## config.mk

```make
export PLATFORM = sky130hd
export DESIGN_NAME = mult_div_seq
export DESIGN_NICKNAME = d
export VERILOG_FILES = /design/src/rtl/mult_div_seq_pkg.sv /design/src/rtl/mult_div_seq_sign_fix.sv /design/src/rtl/mult_div_seq.sv
export SDC_FILE = /design/constraint.sdc
export NUM_CORES = 1
export LEC_CHECK = 0
export ABC_CLOCK_PERIOD_IN_PS = 7800
export BUFFER_PORTS_ARGS = -buffer_cell sky130_fd_sc_hd__buf_4
export CORE_MARGIN = 10
export CORE_UTILIZATION = 35
export DETAILED_ROUTE_END_ITERATION = 8
export SLEW_MARGIN = 20
export SYNTH_ARGS = -nofsm -noshare
export SYNTH_HDL_FRONTEND = slang
export SYNTH_SLANG_ARGS = --single-unit
```

## constraint.sdc

```tcl
create_clock -name clk -period 7.8 [get_ports clk]
set_input_delay 1.56 -clock clk [delete_from_list [all_inputs] [get_ports clk]]
set_output_delay 1.56 -clock clk [all_outputs]
set_load 0.005 [all_outputs]
```

## src/rtl/mult_div_seq_pkg.sv

```systemverilog
// ---------------------------------------------------------------------------
// mult_div_seq_pkg: shared MULT/DIV sequencer state encoding.   Rev 1.0
// ---------------------------------------------------------------------------
`default_nettype none

package mult_div_seq_pkg;

   localparam int MD_ITER = 32;

   typedef enum logic [2:0] {
      IDLE     = 3'd0,
      MULT_RUN = 3'd1,
      DIV_RUN  = 3'd2,
      DIV_ZERO = 3'd3,
      FINISH   = 3'd4
   } md_state_t;

endpackage

`default_nettype wire

```

## src/rtl/mult_div_seq_sign_fix.sv

```systemverilog
// ---------------------------------------------------------------------------
// mult_div_seq_sign_fix: conditional two's-complement negate.   Rev 1.0
// ---------------------------------------------------------------------------
`default_nettype none

module mult_div_seq_sign_fix #(
   parameter int WIDTH = 32
) (
   input  logic [WIDTH-1:0] value,
   input  logic             negate,
   output logic [WIDTH-1:0] result
);

   assign result = negate ? (~value + WIDTH'(1)) : value;

endmodule

`default_nettype wire

```

## src/rtl/mult_div_seq.sv

```systemverilog
// ---------------------------------------------------------------------------
// mult_div_seq: signed MULT/DIV sequencer (shift-add / restoring). Rev 1.0
// ---------------------------------------------------------------------------
`default_nettype none

module mult_div_seq
   import mult_div_seq_pkg::*;
#(
   parameter int WIDTH = MD_ITER,
   parameter int CNT_W = 6
) (
   input  logic             clk,
   input  logic             reset,
   input  logic             start_mult,
   input  logic             start_div,
   input  logic [WIDTH-1:0] op_a,
   input  logic [WIDTH-1:0] op_b,
   output logic             busy,
   output logic             done,
   output logic             div_zero,
   output logic             hilo_write,
   output logic [WIDTH-1:0] hi_out,
   output logic [WIDTH-1:0] lo_out
);

   md_state_t          state;
   logic [CNT_W-1:0]   cnt;
   logic               is_div;
   logic               sign_a;
   logic               sign_b;
   logic [2*WIDTH-1:0] acc;
   logic [2*WIDTH-1:0] mcand;
   logic [WIDTH-1:0]   opb_mag;

   logic [WIDTH-1:0]   abs_a;
   logic [WIDTH-1:0]   abs_b;
   logic [WIDTH-1:0]   quot_fix;
   logic [WIDTH-1:0]   rem_fix;
   logic [2*WIDTH-1:0] prod_fix;
   logic [WIDTH:0]     trial;
   logic               last_iter;

   mult_div_seq_sign_fix #(.WIDTH(WIDTH)) u_abs_a (
      .value(op_a), .negate(op_a[WIDTH-1]), .result(abs_a));
   mult_div_seq_sign_fix #(.WIDTH(WIDTH)) u_abs_b (
      .value(op_b), .negate(op_b[WIDTH-1]), .result(abs_b));
   mult_div_seq_sign_fix #(.WIDTH(2*WIDTH)) u_fix_prod (
      .value(acc), .negate(sign_a ^ sign_b), .result(prod_fix));
   mult_div_seq_sign_fix #(.WIDTH(WIDTH)) u_fix_quot (
      .value(acc[WIDTH-1:0]), .negate(sign_a ^ sign_b), .result(quot_fix));
   mult_div_seq_sign_fix #(.WIDTH(WIDTH)) u_fix_rem (
      .value(acc[2*WIDTH-1:WIDTH]), .negate(sign_a), .result(rem_fix));

   // Divide keeps remainder:quotient in acc; trial uses the shifted remainder plus its carry-out bit.
   assign trial     = {acc[2*WIDTH-1], acc[2*WIDTH-2:WIDTH-1]} - {1'b0, opb_mag};
   assign last_iter = (cnt == CNT_W'(WIDTH-1));
   assign busy      = (state != IDLE);

   always_ff @(posedge clk) begin
      if (reset) begin
         state      <= IDLE;
         cnt        <= '0;
         is_div     <= 1'b0;
         sign_a     <= 1'b0;
         sign_b     <= 1'b0;
         acc        <= '0;
         mcand      <= '0;
         opb_mag    <= '0;
         done       <= 1'b0;
         div_zero   <= 1'b0;
         hilo_write <= 1'b0;
         hi_out     <= '0;
         lo_out     <= '0;
      end else begin
         done       <= 1'b0;
         div_zero   <= 1'b0;
         hilo_write <= 1'b0;
         case (state)
            IDLE: begin
               if (start_mult || start_div) begin
                  sign_a  <= op_a[WIDTH-1];
                  sign_b  <= op_b[WIDTH-1];
                  cnt     <= '0;
                  opb_mag <= abs_b;
                  is_div  <= !start_mult;
                  if (start_mult) begin
                     acc   <= '0;
                     mcand <= {{WIDTH{1'b0}}, abs_a};
                     state <= MULT_RUN;
                  end else if (op_b == '0) begin
                     state <= DIV_ZERO;
                  end else begin
                     acc   <= {{WIDTH{1'b0}}, abs_a};
                     state <= DIV_RUN;
                  end
               end
            end
            MULT_RUN: begin
               acc     <= acc + (opb_mag[0] ? mcand : '0);
               mcand   <= mcand << 1;
               opb_mag <= opb_mag >> 1;
               cnt     <= cnt + CNT_W'(1);
               if (last_iter) state <= FINISH;
            end
            DIV_RUN: begin
               if (!trial[WIDTH])
                  acc <= {trial[WIDTH-1:0], acc[WIDTH-2:0], 1'b1};
               else
                  acc <= {acc[2*WIDTH-2:0], 1'b0};
               cnt <= cnt + CNT_W'(1);
               if (last_iter) state <= FINISH;
            end
            DIV_ZERO: begin
               done     <= 1'b1;
               div_zero <= 1'b1;
               state    <= IDLE;
            end
            FINISH: begin
               if (is_div) begin
                  hi_out <= rem_fix;
                  lo_out <= quot_fix;
               end else begin
                  {hi_out, lo_out} <= prod_fix;
               end
               done       <= 1'b1;
               hilo_write <= 1'b1;
               state      <= IDLE;
            end
            default: state <= IDLE;
         endcase
      end
   end

endmodule

`default_nettype wire

```

==> summary.txt, run 1 <==
Outcome = finished, final reports clean
Worst setup margin = 2.86 ns
Crit end category = flop
Leak Pwr = 0.00809 uW
Postcts setup bufs = 0
P&R area growth vs syn = 13.2%
Global Route Usage Sum = 20.1%
WS Path Type = reg2reg
Dominant synthesized flop cell = dfxtp_1
Worst setup SP type = flop
CTS resizes = 0
Setup TNS Final = 0 ns
Part of the Yosys area used for sequential elements = 26.0%
Final setup violation count = 0
Final Hold Violating Endpoints = 0
Die W = 249 um
Syn_area_per_cell = 7.35 sq um
Register bit total from synthesis = 239
Number of flops mapped to enable cells by yosys = 0
Syn. warnings = 0
Max Cap Viol = 0
Fmax = 202 MHz
Slowest stage delay, CP = 0.53 ns
Netlist cell types = 73
WL per Instance = 20.5 um
Synth area leaders = dfxtp_1, a21oi_1, ha_1
Worst EP arrival = 5.36 ns
Wire length of the first global-routing pass = 103 mm
Clk buf depth = 3
Cell count after synthesis = 2502
Final Wtd Congestion = 0.932
Crit-path cells = buf_4 -> ha_1 -> fa_1 -> nand2b_1 -> a21o_1 -> a2111o_1 -> a21oi_1 -> a211oi_1 -> o31ai_1 -> xor2_4 -> buf_4 -> mux2_2 -> a222oi_1 -> nor2_1
Unrepaired setup endpoints after global routing = false
Pre-CTS setup slack = 2.68 ns
Die height = 249 um
Worst min path class = reg2reg
Starting Density = 35.6%
# DRC = 0
Worst-skew pair later-pin latency = 0.58 ns
Most used cell, CP = buf_4
Power Dens Cells = 232 mW/mm^2
Die area = 0.0621 sq mm
Post-synth top area cell = dfxtp_1
Placeable Area = 0.0516 sq mm
Area share of the largest cell type after synthesis = 26.0%
Vias in the first global route = 17800
CTS tree = built
DP Wirelength = 49.2 mm
Finished Layout Cells = 3220
Synthesized cell area = 0.0184 sq mm
Final worst-path cycle share = 63.3%
Hold slack = 0.453 ns
Layout cells sized above 1 = 9.57%
Top Ports = 136
FFs w/ async S/R, synth = 0%
1st-iter DRT viols = 1907
H-Tree Depth = 1
Vias = 18700
Dpl cells = 3166
Clock transition at the registers of the reported paths = 0.06 ns
CP max-delay cell = o31ai_1
Hold_buf cts = 0
Post-route ant nets = 0
Fin. max-slew vios = 0
Routed WL = 66.0 mm
Pre-antenna DRT Iters = 6
Min cycle time layout = 4.94 ns
Peak supply drop = 0.114 mV
Total gr overflow = 0
Crit path max fanout = 66
Top-count cell post-synth = nor2_1
Core Rows = 83
Clock root buffer = clkbuf_16
Num CTS Buffers = 29
Clock Skew = 0.0215 ns
Relative slew slack = 26.4%
Worst-margin pin slew = 1.09 ns
Vias/cell = 5.82
Port bufs = 135
Top cells by count, synth = nor2_1, a21oi_1, nand2_1, dfxtp_1, o21ai_0
Largest net degree at the start of global routing = 177
Nets = 2688
Req. time, crit path = 8.22 ns
Initial antenna violation count = 1
Post-Syn Nets = 2672
Clock sinks = 239
Final core utilization = 40.3%
[worst max-delay path: cells and delay by family, from the launching register on]
| kind | cells | cell delay (ns) |
|---|---|---|
| buffers and inverters | 2 | 0.80 |
| and+or+nand+nor | 2 | 0.31 |
| xor gates and xnor gates | 1 | 0.16 |
| adders and majority gates | 2 | 0.73 |
| AOI/OAI and AO/OA | 6 | 2.02 |
| DFF | 1 | 0.30 |
| muxes | 1 | 0.40 |
[area by class of cell]
type                            instances  area (sq um)
Inverter                               83           312
Timing Repair Buffer                  150          1150
Tap cell                              680           851
Fill cell                            5320         30800
Antenna cell                            1          2.50
Sequential cell                       239          4780
Clock inverter                         15           215
Multi-Input combinational cell       2015         12700
Clock buffer                           37           786
[where the power goes]
group          internal, uW  switching, uW
sequential             1330            185
combinational           715           1170
clock                   874            564
total                  2920           1920
[layout by cell type (no fill, tap or decap), types with 20 or more instances in the layout]
cell type / netlist / routed
nor3_1: 41 / 41
a22oi_1: 20 / 20
o31ai_1: 22 / 22
ha_1: 100 / 100
a311oi_1: 22 / 22
and2_1: 72 / 71
xor2_1: 94 / 93
nand2_1: 240 / 240
a21o_1: 36 / 35
a211oi_1: 118 / 118
clkbuf_16: 0 / 29
or3_1: 29 / 29
xnor2_1: 98 / 97
inv_1: 83 / 83
buf_4: 3 / 147
a222oi_1: 22 / 22
o21ai_0: 149 / 149
a31oi_1: 23 / 23
nand3_1: 61 / 61
nand4_1: 37 / 37
dfxtp_1: 239 / 239
nor2_1: 283 / 281
a21oi_1: 272 / 272
[sequential cells by signal, indices dropped and copies added, names as in the netlist]
signal,count
opb_mag,32
cnt,6
lo_out,32
hi_out,32
sign_a,1
hilo_write,1
acc,64
is_div,1
done,1
state,3
mcand,64
div_zero,1
sign_b,1
[logic make-up after synthesis]
kind of cell	share of synthesized area (%)
mux	1.80
xor+xnor	9.15
compound gates	28.3
simple gates	22.5
buf+inv	5.28
flops	26.0
fa+ha+maj	7.02
[path summary, 6_finish.rpt]
| kind | start | to | slack (ns) | cells after the start |
|---|---|---|---|---|
| setup / recovery | opb_mag[0] | acc[43] | 2.86 | 14 |
| hold / removal | hi_out[11] | hi_out[11] | 0.45 | 2 |
| hold reg to reg | hi_out[11] | hi_out[11] | 0.45 | 2 |
| setup reg to reg | opb_mag[0] | acc[43] | 2.86 | 14 |
[metal layers]
| metal | global-route usage, % | share of wire, % |
|---|---|---|
| met5 | 0 | 0 |
| met4 | 4.70 | 1.7 |
| met1 | 29.4 | 48 |
| met3 | 3.07 | 7.9 |
| met2 | 30.3 | 42 |
[through the flow]
step	area [sq um]	power [uW]
floorplan	18400	2860
global placement	19800	3350
detailed placement	19800	3390
CTS	20800	4840
global route	20800	5130
finish	20800	4840
(Power assumes the default switching activity.)
==> run 2, diff against run 1 <==
- ABC_AREA: not set -> 1
- ABC_CLOCK_PERIOD_IN_PS: 7800 -> 4000
- clock period: 7.8 -> 4 ns (I/O delays scaled with it)
==> summary.txt, run 2 <==
Outcome = finished, final reports clean
Final worst-path cycle share = 86.0% (+23 points)
Dominant synthesized flop cell = dfxtp_1
Commonest non-fill, non-tap cell in the layout = nand2_1
Top Registers = acc (64), mcand (64)
Global Route Usage Sum = 22.6% (+2.5 points)
Fmax = 291 MHz (+44%)
Die W = 276 um (+11%)
Starting Density = 35.5% (-0.094 points)
Unrepaired setup endpoints after global routing = false
# DRC = 0 (unchanged)
H-Tree Depth = 1 (unchanged)
Vias in the first global route = 23500 (+32%)
Commonest cells after routing, fill and taps aside = nand2_1, inv_1, nor2_1
Netlist cell types = 49 (-33%)
Total gr overflow = 0 (unchanged)
Leak Pwr = 0.0144 uW (+78%)
Worst min path class = reg2reg
DP Wirelength = 73.9 mm (+50%)
Req. time, crit path = 4.49 ns (-3.73 ns)
Register bit total from synthesis = 239 (unchanged)
Worst setup SP type = flop
Syn. warnings = 0 (unchanged)
Synth area leaders = nand2_1, dfxtp_1, inv_1
Relative slew slack = 30.9% (+4.6 points)
WP buf/inv = 3 (+1)
Number of flops mapped to enable cells by yosys = 0 (unchanged)
Part of the Yosys area used for sequential elements = 20.8% (-5.2 points)
Cell count after synthesis = 4225 (+69%)
CP max-delay cell = dfxtp_1
Wire length of the first global-routing pass = 139 mm (+35%)
Nets = 4466 (+66%)
Slowest stage delay, CP = 0.61 ns (+0.08 ns)
Worst reg2reg setup slack = 0.56 ns (-2.30 ns)
Final setup violation count = 0 (unchanged)
Placeable Area = 0.0648 sq mm (+26%)
Largest net degree at the start of global routing = 134 (-24%)
Port bufs = 135 (unchanged)
Worst-skew pair later-pin latency = 0.62 ns (+0.04 ns)
P&R area growth vs syn = 12.5%
Die height = 276 um (+11%)
Reg area = 0.00479 sq mm (about the same)
Die area = 0.0764 sq mm (+23%)
FFs w/ async S/R, synth = 0% (unchanged)
Clock Skew = 0.0380 ns (+0.0164 ns)
Clk buf depth = 3 (unchanged)
Syn_area_per_cell = 5.45 sq um (-26%)
Layout cells sized above 1 = 6.32% (-3.3 points)
Setup TNS Final = 0 ns (unchanged)
Fin. max-slew vios = 0 (unchanged)
Core Rows = 93 (+12%)
1st-iter DRT viols = 2478 (+30%)
Vias = 26200 (+40%)
CP delay by family, top = simple AND/OR/NAND/NOR gates
Final Wtd Congestion = 1.02 (+9.7%)
CTS resizes = 0 (unchanged)
Crit path max fanout = 29 (-56%)
WL per Instance = 17.7 um (-13%)
Clock sinks = 239 (unchanged)
Most used cell, CP = nand2_2
Clock root buffer = clkbuf_16
Max Cap Viol = 0 (unchanged)
Num CTS Buffers = 30 (+3.4%)
Fillers = 7299 (+37%)
Top Ports = 136 (unchanged)
Synthesized cell area = 0.0230 sq mm (+25%)
Initial antenna violation count = 1 (unchanged)
Area share of the largest cell type after synthesis = 24.2% (-1.9 points)
Peak supply drop = 0.391 mV (+240%)
Final Hold Violating Endpoints = 0 (unchanged)
Pre-antenna DRT Iters = 6 (unchanged)
Crit end category = flop
CTS tree = built
Clock transition at the registers of the reported paths = 0.06 ns (about the same)
Hold_buf cts = 0 (unchanged)
Post-Syn Nets = 4395 (+64%)
Hold slack = 0.466 ns (+0.0137 ns)
Post-route ant nets = 0 (unchanged)
WS Path Type = reg2reg
Top cells by count, synth = nand2_1, inv_1, nor2_1, nand3_1, a21oi_1
Postcts setup bufs = 0 (unchanged)
Vias/cell = 5.06 (-13%)
Worst-margin pin slew = 1.04 ns (-0.0544 ns)
Crit-path cells = inv_1 -> ha_1 -> fa_1 -> inv_1 -> nand2_1 -> nand2_1 -> nand3_2 -> nand2_2 -> nand2_2 -> nand2_2 -> nand2_2 -> nand2_2 -> nand2_1 -> nand2_2 -> nand2_1 -> nand3_1 -> nand3_1 -> nand2_1 -> inv_1
Power Dens Cells = 585 mW/mm^2 (+150%)
Area occupied by multi-input gates = 0.0148 sq mm (+17%)
Worst EP arrival = 3.93 ns (-1.43 ns)
Post-synth top area cell = nand2_1
Min cycle time layout = 3.44 ns (-1.50 ns)
Top-count cell post-synth = nand2_1
Routed WL = 91.8 mm (+39%)
[run 2: changes by cell type after synthesis, moves of 29 or more]
cell	before	now
nand2_1	240	1482
inv_1	83	756
nand3_1	61	302
a211oi_1	118	3
nor2_1	283	368
xnor2_1	98	22
and2_1	72	3
clkbuf_1	142	73
a21o_1	36	4
o21ai_0	149	179
or3_1	29	0
[run 2: logic make-up (layout without fill, tap and decap cells)]
group	after synthesis	count (layout)	share of synthesized area, %
simple gates	2313	2313	41.3
buf+inv	888	983	14.9
compound gates	591	591	13.9
flops	239	239	20.8
fa+ha+maj	102	102	5.61
xor+xnor	92	92	3.50
other cells	0	1	0
[run 2: final timing paths]
check | startpoint | endpoint | cells past startpoint
setup / recovery | acc[31] | acc[37] | 19
hold / removal | opb_mag[18] | opb_mag[18] | 2
setup reg to reg | acc[31] | acc[37] | 19
hold reg to reg | opb_mag[18] | opb_mag[18] | 2
[run 2: final cells by class]
cell class                 count  area share (%)
timing repair buffer         163            4.87
clock inverter                10           0.715
multi-input combinational   3098            57.3
antenna                        1         0.00966
tap                          855            4.13
clock buffer                  46            3.44
inverter                     764            11.1
sequential                   239            18.5
[run 2: layer usage]
layer	track usage [%]	wire length, um	up-vias
met5	0	0	-
met4	6.36	2500	0
met3	3.96	8310	122
met2	33.7	38000	983
met1	32.7	43000	11800
li1	-	-	13300
[run 2: worst register-to-register path: stages (launching register included)]
cell and delay (ns):
dfxtp_1 0.61, inv_1 0.21, ha_1 0.28, fa_1 0.40
inv_1 0.13, nand2_1 0.06, nand2_1 0.13, nand3_2 0.09
nand2_2 0.12, nand2_2 0.06, nand2_2 0.08, nand2_2 0.08
nand2_2 0.07, nand2_1 0.06, nand2_2 0.48, nand2_1 0.16
nand3_1 0.14, nand3_1 0.08, nand2_1 0.08, inv_1 0.04
[run 2: per-stage QoR]
step                      cells  utilization [%]  area (sq um)  total power (uW)  setup slack [ns]
after CTS                  5175             40.0         25900             15100             0.684
after global routing       5175             40.0         25900             16300             0.360
after floorplan            4225                -         23000              9260              1.34
after detailed placement   5119             38.3         24800             12000             0.512
final                      5176             40.0         25900             15200             0.559
after global placement     5119             38.3         24800             12100             0.645
[run 2: report_power, final]
part	internal [uW]	switching, uW	total (uW)
Clock	1790	1180	2970
Combinational	2630	5880	8510
Sequential	2950	722	3670
Total	7370	7780	15200
==> run 3, diff against run 2 <==
--- a/config.mk
+++ b/config.mk
@@ -12,6 +12,6 @@
 export CORE_UTILIZATION = 35
 export DETAILED_ROUTE_END_ITERATION = 8
-export SLEW_MARGIN = 20
 export SYNTH_ARGS = -nofsm -noshare
 export SYNTH_HDL_FRONTEND = slang
+export SYNTH_HIERARCHICAL = 1
 export SYNTH_SLANG_ARGS = --single-unit
==> constraint.sdc (replaced) <==
create_clock -name clk -period 4 [get_ports clk]
set_input_delay 0.8 -clock clk [delete_from_list [all_inputs] [get_ports clk]]
set_output_delay 0.8 -clock clk [all_outputs]
set_load 0.05 [all_outputs]
==> summary.txt, run 3 <==
Final Wtd Congestion = 0.973 (-4.9%)
Register bit total from synthesis = 239 (unchanged)
Worst reg-to-reg path cell count = 20 (+1)
Commonest cells after routing, fill and taps aside = nand2_1, inv_1, nor2_1
Num CTS Buffers = 29 (-3.3%)
Post-Synth XOR/XNOR Area = 3.62% (+0.12 points)
Starting Density = 35.2% (-0.34 points)
GR Util met2 = 37.1% (+3.4 points)
Layout cells sized above 1 = 8.17% (+1.9 points)
Largest net degree at the start of global routing = 129 (-3.7%)
Peak supply drop = 0.543 mV (+39%)
Worst reg2reg setup slack = 0.73 ns (+0.17 ns)
Post-synth top area cell = nand2_1
Final Power = 18900 uW (+25%)
Dpl cells = 5851 (+14%)
DP Area = 0.0282 sq mm (+14%)
CP delay by family, top = simple AND/OR/NAND/NOR gates
Worst-skew pair later-pin latency = 0.61 ns (about the same)
WL per Instance = 17.3 um (-2.5%)
Synthesized cell area = 0.0261 sq mm (+13%)
H-Tree Depth = 1 (unchanged)
Setup TNS Final = 0 ns (unchanged)
Most used cell, CP = nand2_1
Crit-path cells = buf_12 -> nand2_1 -> inv_1 -> ha_1 -> inv_1 -> fa_1 -> inv_1 -> nand3_1 -> nand3_1 -> nand2_1 -> nand2_1 -> nand2_1 -> nand3_1 -> nand3_1 -> nand2_1 -> nand2_1 -> nand3_1 -> nand3_1 -> nand2_1 -> inv_1
Final Hold Violating Endpoints = 0 (unchanged)
Routed WL = 102 mm (+11%)
Unrepaired setup endpoints after global routing = false
Vias in the first global route = 27600 (+17%)
Crit path max fanout = 32 (+10%)
Syn. warnings = 6 (+6)
Top cells by count, synth = nand2_1, inv_1, nor2_1, nand3_1, o21ai_0
Port bufs = 135 (unchanged)
Post-route ant nets = 0 (unchanged)
Die area = 0.0858 sq mm (+12%)
Max Cap Viol = 0 (unchanged)
Synth Area in Adders = 5.00% (-0.61 points)
Top Ports = 136 (unchanged)
Worst r2r dst = acc[40]
Pre-antenna DRT Iters = 9 (+3)
Top Registers = acc (64), mcand (64)
Total gr overflow = 0 (unchanged)
CP max-delay cell = dfxtp_2
Outcome = finished, final reports clean
Postcts setup bufs = 0 (unchanged)
Hold Path End = mcand[63]
Top-count cell post-synth = nand2_1
Vias/cell = 5.06 (about the same)
Die height = 293 um (+5.9%)
Worst setup SP type = flop
Finished Layout Cells = 5902 (+14%)
Final instance area = 0.0291 sq mm (+12%)
Synth Area in Simple Gates = 46.6% (+5.3 points)
Worst EP arrival = 3.77 ns (-0.16 ns)
Synth area leaders = nand2_1, dfxtp_1, inv_1
Req. time, crit path = 4.50 ns (about the same)
Post-Syn Nets = 5008 (+14%)
Compound-Gate Fraction of Synth Area = 13.2% (-0.71 points)
Final setup violation count = 0 (unchanged)
Syn_area_per_cell = 5.39 sq um (-1.1%)
Dominant synthesized flop cell = dfxtp_1
Core Rows = 100 (+7.5%)
Reg area = 0.00479 sq mm (about the same)
Worst-margin pin slew = 0.899 ns (-0.137 ns)
GR Util met3 = 2.40% (-1.6 points)
Area occupied by multi-input gates = 0.0179 sq mm (+20%)
Placeable Area = 0.0741 sq mm (+14%)
Largest family of logic cells by synthesized area = simple AND/OR/NAND/NOR gates
Hold_buf cts = 0 (unchanged)
Crit end category = flop
Fin. max-slew vios = 0 (unchanged)
Clock sinks = 239 (unchanged)
Vias = 29900 (+14%)
Initial antenna violation count = 1 (unchanged)
Clock Skew = 0.0238 ns (-0.0142 ns)
Met1 usage = 30.8% (-1.9 points)
Commonest non-fill, non-tap cell in the layout = nand2_1
Wire length of the first global-routing pass = 157 mm (+13%)
Power Dens Cells = 648 mW/mm^2 (+11%)
Part of the Yosys area used for sequential elements = 18.4% (-2.4 points)
Cell count after synthesis = 4837 (+14%)
1st-iter DRT viols = 2859 (+15%)
Leak Pwr = 0.0158 uW (+9.8%)
DP Wirelength = 80.2 mm (+8.6%)
Clock transition at the registers of the reported paths = 0.07 ns (about the same)
Fillers = 8349 (+14%)
Relative slew slack = 40.1% (+9.1 points)
Top Usage Layer GRT = met2
Global Route Usage Sum = 22.8% (+0.13 points)
Final worst-path cycle share = 81.9% (-4.2 points)
Nets = 5084 (+14%)
Area share of the largest cell type after synthesis = 27.3% (+3.2 points)
Clock root buffer = clkbuf_16
WS Path Type = reg2reg
Min cycle time layout = 3.27 ns (-0.166 ns)
Critical register-to-register path startpoint = opb_mag[0]
CTS tree = built
CTS resizes = 0 (unchanged)
Post-synthesis mux area share = 0% (unchanged)
Antenna diodes = 0 (-1)
Worst min path class = reg2reg
Clk buf depth = 3 (unchanged)
Netlist cell types = 50 (+2.0%)
Slowest stage delay, CP = 0.62 ns (about the same)
WP buf/inv = 5 (+2)
Min-delay src = mcand[63]
Fmax = 305 MHz (+5.1%)
Hold Crit Depth = 2 (unchanged)
# DRC = 0 (unchanged)
FFs w/ async S/R, synth = 0% (unchanged)
P&R area growth vs syn = 11.8%
Number of flops mapped to enable cells by yosys = 0 (unchanged)
Die W = 293 um (+5.9%)
[run 3: worst reg2reg max path, delay by kind of cell, from the launching register on]
| kind | cells | cell delay, ns |
|---|---|---|
| AND/OR/NAND/NOR | 13 | 1.52 |
| buffers and inverters | 5 | 0.49 |
| adder cells (fa/ha/maj) | 2 | 0.54 |
| flip-flops | 1 | 0.62 |
[run 3: routing by layer]
layer | vias up | wire length, um
li1 | 15200 | -
met1 | 13500 | 46100
met2 | 982 | 45400
met3 | 167 | 6960
met4 | 0 | 3510
met5 | - | 0
[run 3: area by class of cell]
type / count / area share [%]
Inverter: 744 / 9.67
Clock inverter: 10 / 0.408
Timing Repair Buffer: 193 / 5.19
Sequential cell: 239 / 16.4
Tap cell: 969 / 4.16
Multi-Input combinational cell: 3706 / 61.3
Clock buffer: 41 / 2.85
[run 3: through the flow]
step / hold slack [ns] / utilization [%] / worst slack [ns]
CTS: 0.464 / 39.3 / 0.798
floorplan: 0.441 / - / 1.32
finish: 0.462 / 39.3 / 0.725
global route: 0.487 / 39.3 / 0.398
detailed placement: 0.456 / 38.1 / 0.661
global placement: 0.455 / 38.1 / 0.706
[run 3: how the worst max path moves through the flow]
stage	slack, ns	cells past startpoint	to	from
after floorplan	1.32	21	acc[40]	opb_mag[0]
after global placement	0.71	11	acc[59]	op_b[31]
after detailed placement	0.66	11	acc[53]	op_b[31]
after CTS	0.80	20	acc[40]	opb_mag[0]
after global routing	0.40	20	acc[40]	opb_mag[0]
final	0.73	20	acc[40]	opb_mag[0]
[run 3: kinds of logic after synthesis]
| logic type | Yosys count |
|---|---|
| fa+ha+maj | 103 |
| simple gates | 2892 |
| buf+inv | 892 |
| xor+xnor | 107 |
| compound gates | 604 |
| flops | 239 |
[run 3: report_power, final]
part	internal, uW	total (uW)	switching (uW)
logic	3710	12500	8760
clock network	1570	2730	1170
registers	2980	3680	699
